### config.mk
export PLATFORM = sky130hd
export DESIGN_NAME = muldiv_sched
export DESIGN_NICKNAME = d
export VERILOG_FILES = /design/src/rtl/muldiv_sched_pkg.sv /design/src/rtl/div_radix2.sv /design/src/rtl/muldiv_sched.sv
export SDC_FILE = /design/constraint.sdc
export NUM_CORES = 2
export LEC_CHECK = 0
export CAP_MARGIN = 0
export CORE_MARGIN = 5
export CORE_UTILIZATION = 55
export CTS_CLUSTER_DIAMETER = 150
export CTS_CLUSTER_SIZE = 12
export DETAILED_ROUTE_END_ITERATION = 12
export GPL_TIMING_DRIVEN = 0
export PLACE_DENSITY = 0.78
export SYNTH_ARGS = -nofsm -noshare
export SYNTH_HDL_FRONTEND = slang
export SYNTH_SLANG_ARGS = --single-unit
### constraint.sdc
create_clock -name clk -period 16.2 [get_ports clk]
set_input_delay 3.24 -clock clk [delete_from_list [all_inputs] [get_ports clk]]
set_output_delay 3.24 -clock clk [all_outputs]
set_load 0.02 [all_outputs]
### src/rtl/muldiv_sched_pkg.sv
// Shared types for the two-lane multiply/divide scheduler.
package muldiv_sched_pkg;

   typedef enum logic [1:0] {
      MD_MULT  = 2'd0,
      MD_MULTU = 2'd1,
      MD_DIV   = 2'd2,
      MD_DIVU  = 2'd3
   } md_op_t;

   typedef enum logic [1:0] {
      IDLE = 2'd0,
      MUL  = 2'd1,
      DIV  = 2'd2,
      DONE = 2'd3
   } md_state_t;

   localparam int MUL_LAT_DEFAULT = 4;

   function automatic logic op_is_div(input md_op_t op);
      return (op == MD_DIV) || (op == MD_DIVU);
   endfunction

   function automatic logic op_is_signed(input md_op_t op);
      return (op == MD_MULT) || (op == MD_DIV);
   endfunction

endpackage

### src/rtl/div_radix2.sv
// Unsigned restoring divider, one quotient bit per cycle; the first bit is
// resolved on the start edge so the result is ready 32 cycles after start.
module div_radix2
   import muldiv_sched_pkg::*;
(
   input  logic        clk,
   input  logic        reset,
   input  logic        start,
   input  logic [31:0] a,
   input  logic [31:0] b,
   output logic [31:0] quotient,
   output logic [31:0] remainder,
   output logic        done
);

   logic [31:0] div_q;
   logic [5:0]  cnt;

   // One restoring step: quotient register carries the unconsumed dividend bits.
   function automatic logic [63:0] step(input logic [31:0] r_in,
                                        input logic [31:0] q_in,
                                        input logic [31:0] d);
      logic [32:0] r;
      logic [32:0] diff;
      logic        qb;
      r    = {r_in, q_in[31]};
      diff = r - {1'b0, d};
      qb   = ~diff[32];
      return {(qb ? diff[31:0] : r[31:0]), q_in[30:0], qb};
   endfunction

   always_ff @(posedge clk) begin
      if (reset) begin
         quotient  <= '0;
         remainder <= '0;
         div_q     <= '0;
         cnt       <= '0;
      end else if (start) begin
         {remainder, quotient} <= step(32'd0, a, b);
         div_q                 <= b;
         cnt                   <= 6'd1;
      end else if (cnt != 6'd0 && cnt != 6'd32) begin
         {remainder, quotient} <= step(remainder, quotient, div_q);
         cnt                   <= cnt + 6'd1;
      end
   end

   assign done = (cnt == 6'd32);

endmodule

### src/rtl/muldiv_sched.sv
// Two-lane HI/LO multiply/divide controller: serialises lane 1 then lane 0,
// stalls the pipeline while any valid lane lacks a result.
module muldiv_sched
   import muldiv_sched_pkg::*;
#(
   parameter int MUL_LAT = MUL_LAT_DEFAULT
)(
   input  logic             clk,
   input  logic             reset,
   input  logic [1:0]       req_valid,
   input  logic [1:0][1:0]  req_op,
   input  logic [1:0][31:0] req_a,
   input  logic [1:0][31:0] req_b,
   input  logic             stall_in,
   input  logic             flush,
   output logic             busy,
   output logic [1:0]       res_valid,
   output logic [1:0][63:0] res_hilo
);

   localparam logic [2:0] MUL_LAST = 3'(MUL_LAT - 1);

   md_state_t   state;
   logic        lane;
   logic        sign_a, sign_b;
   logic [31:0] mag_a_p0, mag_b_p0;
   logic [2:0]  cnt;
   logic [63:0] mul_p0, prod_p1, prod_src;
   logic [1:0]  pend, cand;
   logic        complete, start_go, start_sel, sel_sgn, div_start;
   md_op_t      sel_op;
   logic [31:0] sel_mag_a, sel_mag_b;
   logic [31:0] quo, rem, fin_hi, fin_lo;
   logic        div_done;
   logic [63:0] fin_hilo;

   function automatic logic [31:0] mag32(input logic signed [31:0] v, input logic sgn);
      return (sgn && v < 0) ? 32'(-v) : 32'(v);
   endfunction

   function automatic logic [31:0] fix32(input logic [31:0] v, input logic neg);
      return neg ? (~v + 32'd1) : v;
   endfunction

   function automatic logic [63:0] fix64(input logic [63:0] v, input logic neg);
      return neg ? (~v + 64'd1) : v;
   endfunction

   always_comb begin
      pend     = req_valid & ~res_valid;
      busy     = |pend;
      complete = (state == MUL && cnt == MUL_LAST) || (state == DIV && div_done);
      cand     = 2'b00;
      if (state == IDLE)
         cand = pend;
      else if (complete)
         cand = pend & ~(2'b01 << lane);
      start_go  = |cand;
      start_sel = cand[1];
      sel_op    = md_op_t'(req_op[start_sel]);
      sel_sgn   = op_is_signed(sel_op);
      sel_mag_a = mag32($signed(req_a[start_sel]), sel_sgn);
      sel_mag_b = mag32($signed(req_b[start_sel]), sel_sgn);
      div_start = start_go & op_is_div(sel_op) & ~flush;
   end

   // Multiply stage: magnitudes (p0) -> registered product (p1)
   always_comb begin
      mul_p0   = 64'(mag_a_p0) * 64'(mag_b_p0);
      prod_src = (MUL_LAT == 1) ? mul_p0 : prod_p1;
      fin_lo   = (mag_b_p0 == 32'd0) ? 32'hFFFF_FFFF : fix32(quo, sign_a ^ sign_b);
      fin_hi   = fix32(rem, sign_a);
      fin_hilo = (state == DIV) ? {fin_hi, fin_lo} : fix64(prod_src, sign_a ^ sign_b);
   end

   div_radix2 u_div (
      .clk       (clk),
      .reset     (reset),
      .start     (div_start),
      .a         (sel_mag_a),
      .b         (sel_mag_b),
      .quotient  (quo),
      .remainder (rem),
      .done      (div_done)
   );

   always_ff @(posedge clk) begin
      if (reset) begin
         state     <= IDLE;
         lane      <= 1'b0;
         sign_a    <= 1'b0;
         sign_b    <= 1'b0;
         mag_a_p0  <= '0;
         mag_b_p0  <= '0;
         cnt       <= '0;
         prod_p1   <= '0;
         res_valid <= '0;
         res_hilo  <= '0;
      end else begin
         prod_p1 <= mul_p0;
         if (flush) begin
            state     <= IDLE;
            res_valid <= '0;
         end else begin
            case (state)
               MUL:     if (!complete) cnt <= cnt + 3'd1;
               DONE:    if (!stall_in) begin
                           state     <= IDLE;
                           res_valid <= '0;
                        end
               default: ;
            endcase
            if (complete) begin
               res_valid[lane] <= 1'b1;
               res_hilo[lane]  <= fin_hilo;
               if (!start_go) state <= DONE;
            end
            // Start edge: the next op begins on the same edge, no bubble
            if (start_go) begin
               lane     <= start_sel;
               sign_a   <= sel_sgn & req_a[start_sel][31];
               sign_b   <= sel_sgn & req_b[start_sel][31];
               mag_a_p0 <= sel_mag_a;
               mag_b_p0 <= sel_mag_b;
               cnt      <= '0;
               state    <= op_is_div(sel_op) ? DIV : MUL;
            end
         end
      end
   end

endmodule

==> results.md <==
- Transition at the pin with the smallest max-transition slack: 1.404 ns
- Starting density of the core: 55.34%
- Count of mapped cells out of synthesis: 6,497
- Power density over cell area: 93.18 nW/um2
- Worst Path Arrival: 11.33 ns
- Async set-or-reset flop fraction in the synthesized netlist: 0%
- Estimated wirelength of the detail-placed design: 186,900 um
- Via Count: 50,050
- Global routing's busiest layer: met2
- Floorplan core area: 98,130 um2
- Outcome: completed
- Count of hold-fix buffers inserted at cts: 0
- Kind of cell adding the most delay to the critical path: adder cells
- Critical path buffer and inverter count: 6
- Post-CTS setup buffers: 0
- HP Class: reg2reg
- DRC violation count after routing: 0
- Highest clock frequency the design can meet: 0.09166 GHz
- Worst Path Required: 16.62 ns
- Leakage: 26.67 nW
- Syn_nets: 7,838
- Initial antenna violation count: 29
- Worst hold slack: 0.4528 ns
- CP startpoint kind: flip-flop
- Crit. End Element: flip-flop
- Number of clock buffers inserted by TritonCTS: 36
- Worst Skew: 0.02136 ns
- Layout Cells excl Fill: 8,119
- Setup WS pre-CTS: 5.079 ns
- Post-synthesis cell area: 54,310 um2
- Library cell contributing the largest single delay on the critical path: clkbuf_1
- Internal Power: 2.657 mW
- Floorplan die area: 105,100 um2
- Final Hold Fails: 0
- Proportion of layout cells with a drive suffix above 1: 1.676%
- Latest clock arrival within the worst-skew pair: 0.57 ns
- Reported max-cap violation count: 0
- Largest area contributor in the synthesized netlist: fa_1
- Ratio of routed vias to standard cells: 6.164
- Top post-synthesis cells by area: fa_1 33%, dfxtp_1 14%, nand2_1 7.2%
- Number of clock sinks seen by CTS: 368
- Peak VDD IR: 0.00009519 V
- First-pass DRT Iterations: 6
- Classification of the worst setup path: reg2reg
- Power consumption: 5.557 mW
- IO Pins: 269
- Worst slew slack as a fraction of its limit: 6.414%
- Post-DR wirelength/cell: 28.05 um
- Register area share after synthesis: 13.57%
- Clock-pin transition on the worst setup and hold timing paths: 0.07 ns
- Number of resized instances in the post-cts repair step: 0
- H-tree Lvls: 2
- Number of register bits inferred by synthesis: 368
- Sequential group share of total power: 22.9%
- Root Driver: clkbuf_16
- Port Buf Inserts: 265
- Die X: 324.2 um
- Share of the synthesized area in the top cell type: 33.07%
- Mean instance size in the synthesized netlist: 8.359 um2
- Grt ovf: 0
- Post-synth top flop: dfxtp_1
- Share of total power in combinational logic: 62.8%
- Net switching share of the total power: 52.19%
- Max Fanout on Critical Path: 10
- Placed cell count: 8,050
- Count of pins over their slew limit: 0
- Clock tree from TritonCTS: done
- Via count of the first global-routing pass: 49,420
- Switching component of the power: 2.900 mW
- Peak per-stage delay on the critical path: 0.92 ns
- Overall track demand over capacity in global routing: 42.97%
- Drt first-iter violations: 6,381
- Buffer levels on the longest clock path: 3
- Global-route met3 utilization: 12.76%
- Proportion of power drawn by the clock network: 14.2%
- Maximum number of pins on one net before global-route repair: 13
- Met2 Use GR: 62.79%
- Std cell rows: 115
- Least setup slack across all paths after layout: 5.290 ns
- Grt met1 use: 58.08%
- Number of nets in the layout: 8,142
- Total Negative Setup Slacks: 0 ns
- Crit path time final: 10.91 ns
- Number of synthesized flops with an enable pin: 0
- Yosys warning count: 0
- Setup violations, final: 0
- Area added between synthesis and finish: 9.808%
- Global-route wire length before repair: 329,000 um
- Top cell by count, worst path: fa_1
- Synth cell types: 78
- ANT nets after route: 0
- Setup repair after global routing missed its margin: no
- Register-to-register path setup slack: 5.29 ns
- Post-route clock period utilization: 67.34%
- Final Routed Wirelength: 227,700 um
- Die height: 324.2 um
- Gp weighted congestion: 1.064
==> metal layers <==
layer	up-vias	share of wire, %
li1	21070	-
met3	759	13
met5	-	0.0061
met2	3449	42
met4	2	6.7
met1	24770	39
==> cells by family (layout without fill, tap and decap cells) <==
logic type / after synthesis / count (layout) / synth area share (%)
DFF: 368 / 368 / 13.57
adders and majority gates: 1203 / 1203 / 40.12
muxes: 91 / 91 / 1.716
xor gates and xnor gates: 281 / 281 / 4.532
buffers and inverters: 1310 / 1616 / 9.142
AOI/OAI and AO/OA: 876 / 876 / 9.955
other: 0 / 29 / 0
and+or+nand+nor: 2368 / 2368 / 20.97
==> final timing paths <==
check | startpoint | endpoint | cells past startpoint
worst max register to register | mag_b_p0[9] | prod_p1[57] | 26
worst max-delay path | mag_b_p0[9] | prod_p1[57] | 26
worst min-delay path | res_hilo[43] | res_hilo[43] | 2
worst min register to register | res_hilo[43] | res_hilo[43] | 2
==> layout by cell type (no fill, tap or decap), types with 74 or more instances in the layout <==
cell type / instances
nand2_1: 1038
inv_1: 924
fa_1: 897
and2_1: 602
a21oi_1: 398
dfxtp_1: 368
clkbuf_1: 362
nor2_1: 340
ha_1: 306
clkdlybuf4s50_1: 265
xnor2_1: 161
xor2_1: 120
o21ai_0: 115
nor3_1: 93
mux2i_1: 74
==> tightest hold or removal path: stages, from the launching register on <==
cell,delay (ns)
dfxtp_1,0.31
nand2_1,0.05
a21oi_1,0.05
==> power groups by stage <==
stage / combinational (mW) / clock (mW) / sequential [mW]
global route: 3.68 / 0.829 / 1.27
finish: 3.49 / 0.792 / 1.27
CTS: 3.36 / 0.785 / 1.25
detailed placement: 3.34 / 0 / 1.27
global placement: 3.33 / 0 / 1.27
floorplan: 2.23 / 0 / 1.15
==> flip-flops by register name (all words and copies together), names as in the netlist, 6 cells and up <==
name and cells:
mag_a_p0 32, mag_b_p0 32, prod_p1 64, res_hilo 128
u_div.cnt 6, u_div.div_q 32, u_div.quotient 32, u_div.remainder 32
==> synth_stat cells (20+ instances only) <==
master,n
nand4_1,20
o21ai_0,115
nand3_1,39
nor3_1,93
or3_1,24
a21oi_1,398
nor2_1,340
and2_1,602
a22oi_1,30
a21o_1,54
fa_1,897
a311oi_1,35
a211oi_1,56
nor2b_1,32
nand2b_1,25
ha_1,306
xor2_1,120
o31ai_1,31
inv_1,924
clkbuf_1,363
o21a_1,25
xnor2_1,161
nor4_1,53
nand2_1,1038
dfxtp_1,368
a31oi_1,28
mux2i_1,74
==> final cells by class <==
cell class	count	area (um2)
Antenna cell	29	72.57
Tap cell	1287	1610
Multi-Input combinational cell	4819	41980
Sequential cell	368	7367
Clock buffer	36	900.9
Timing Repair Buffer	266	2660
Fill cell	8935	38500
Clock inverter	4	75.07
Buffer	386	1498
Inverter	924	3468
==> stage by stage <==
step	util [%]	cell area, um2
final	60.77	59630
after global routing	60.70	59560
after CTS	60.69	59560
after detailed placement	59.70	58580
after global placement	59.69	58570
after floorplan	-	54310
Power figures use the tool's default switching activity.
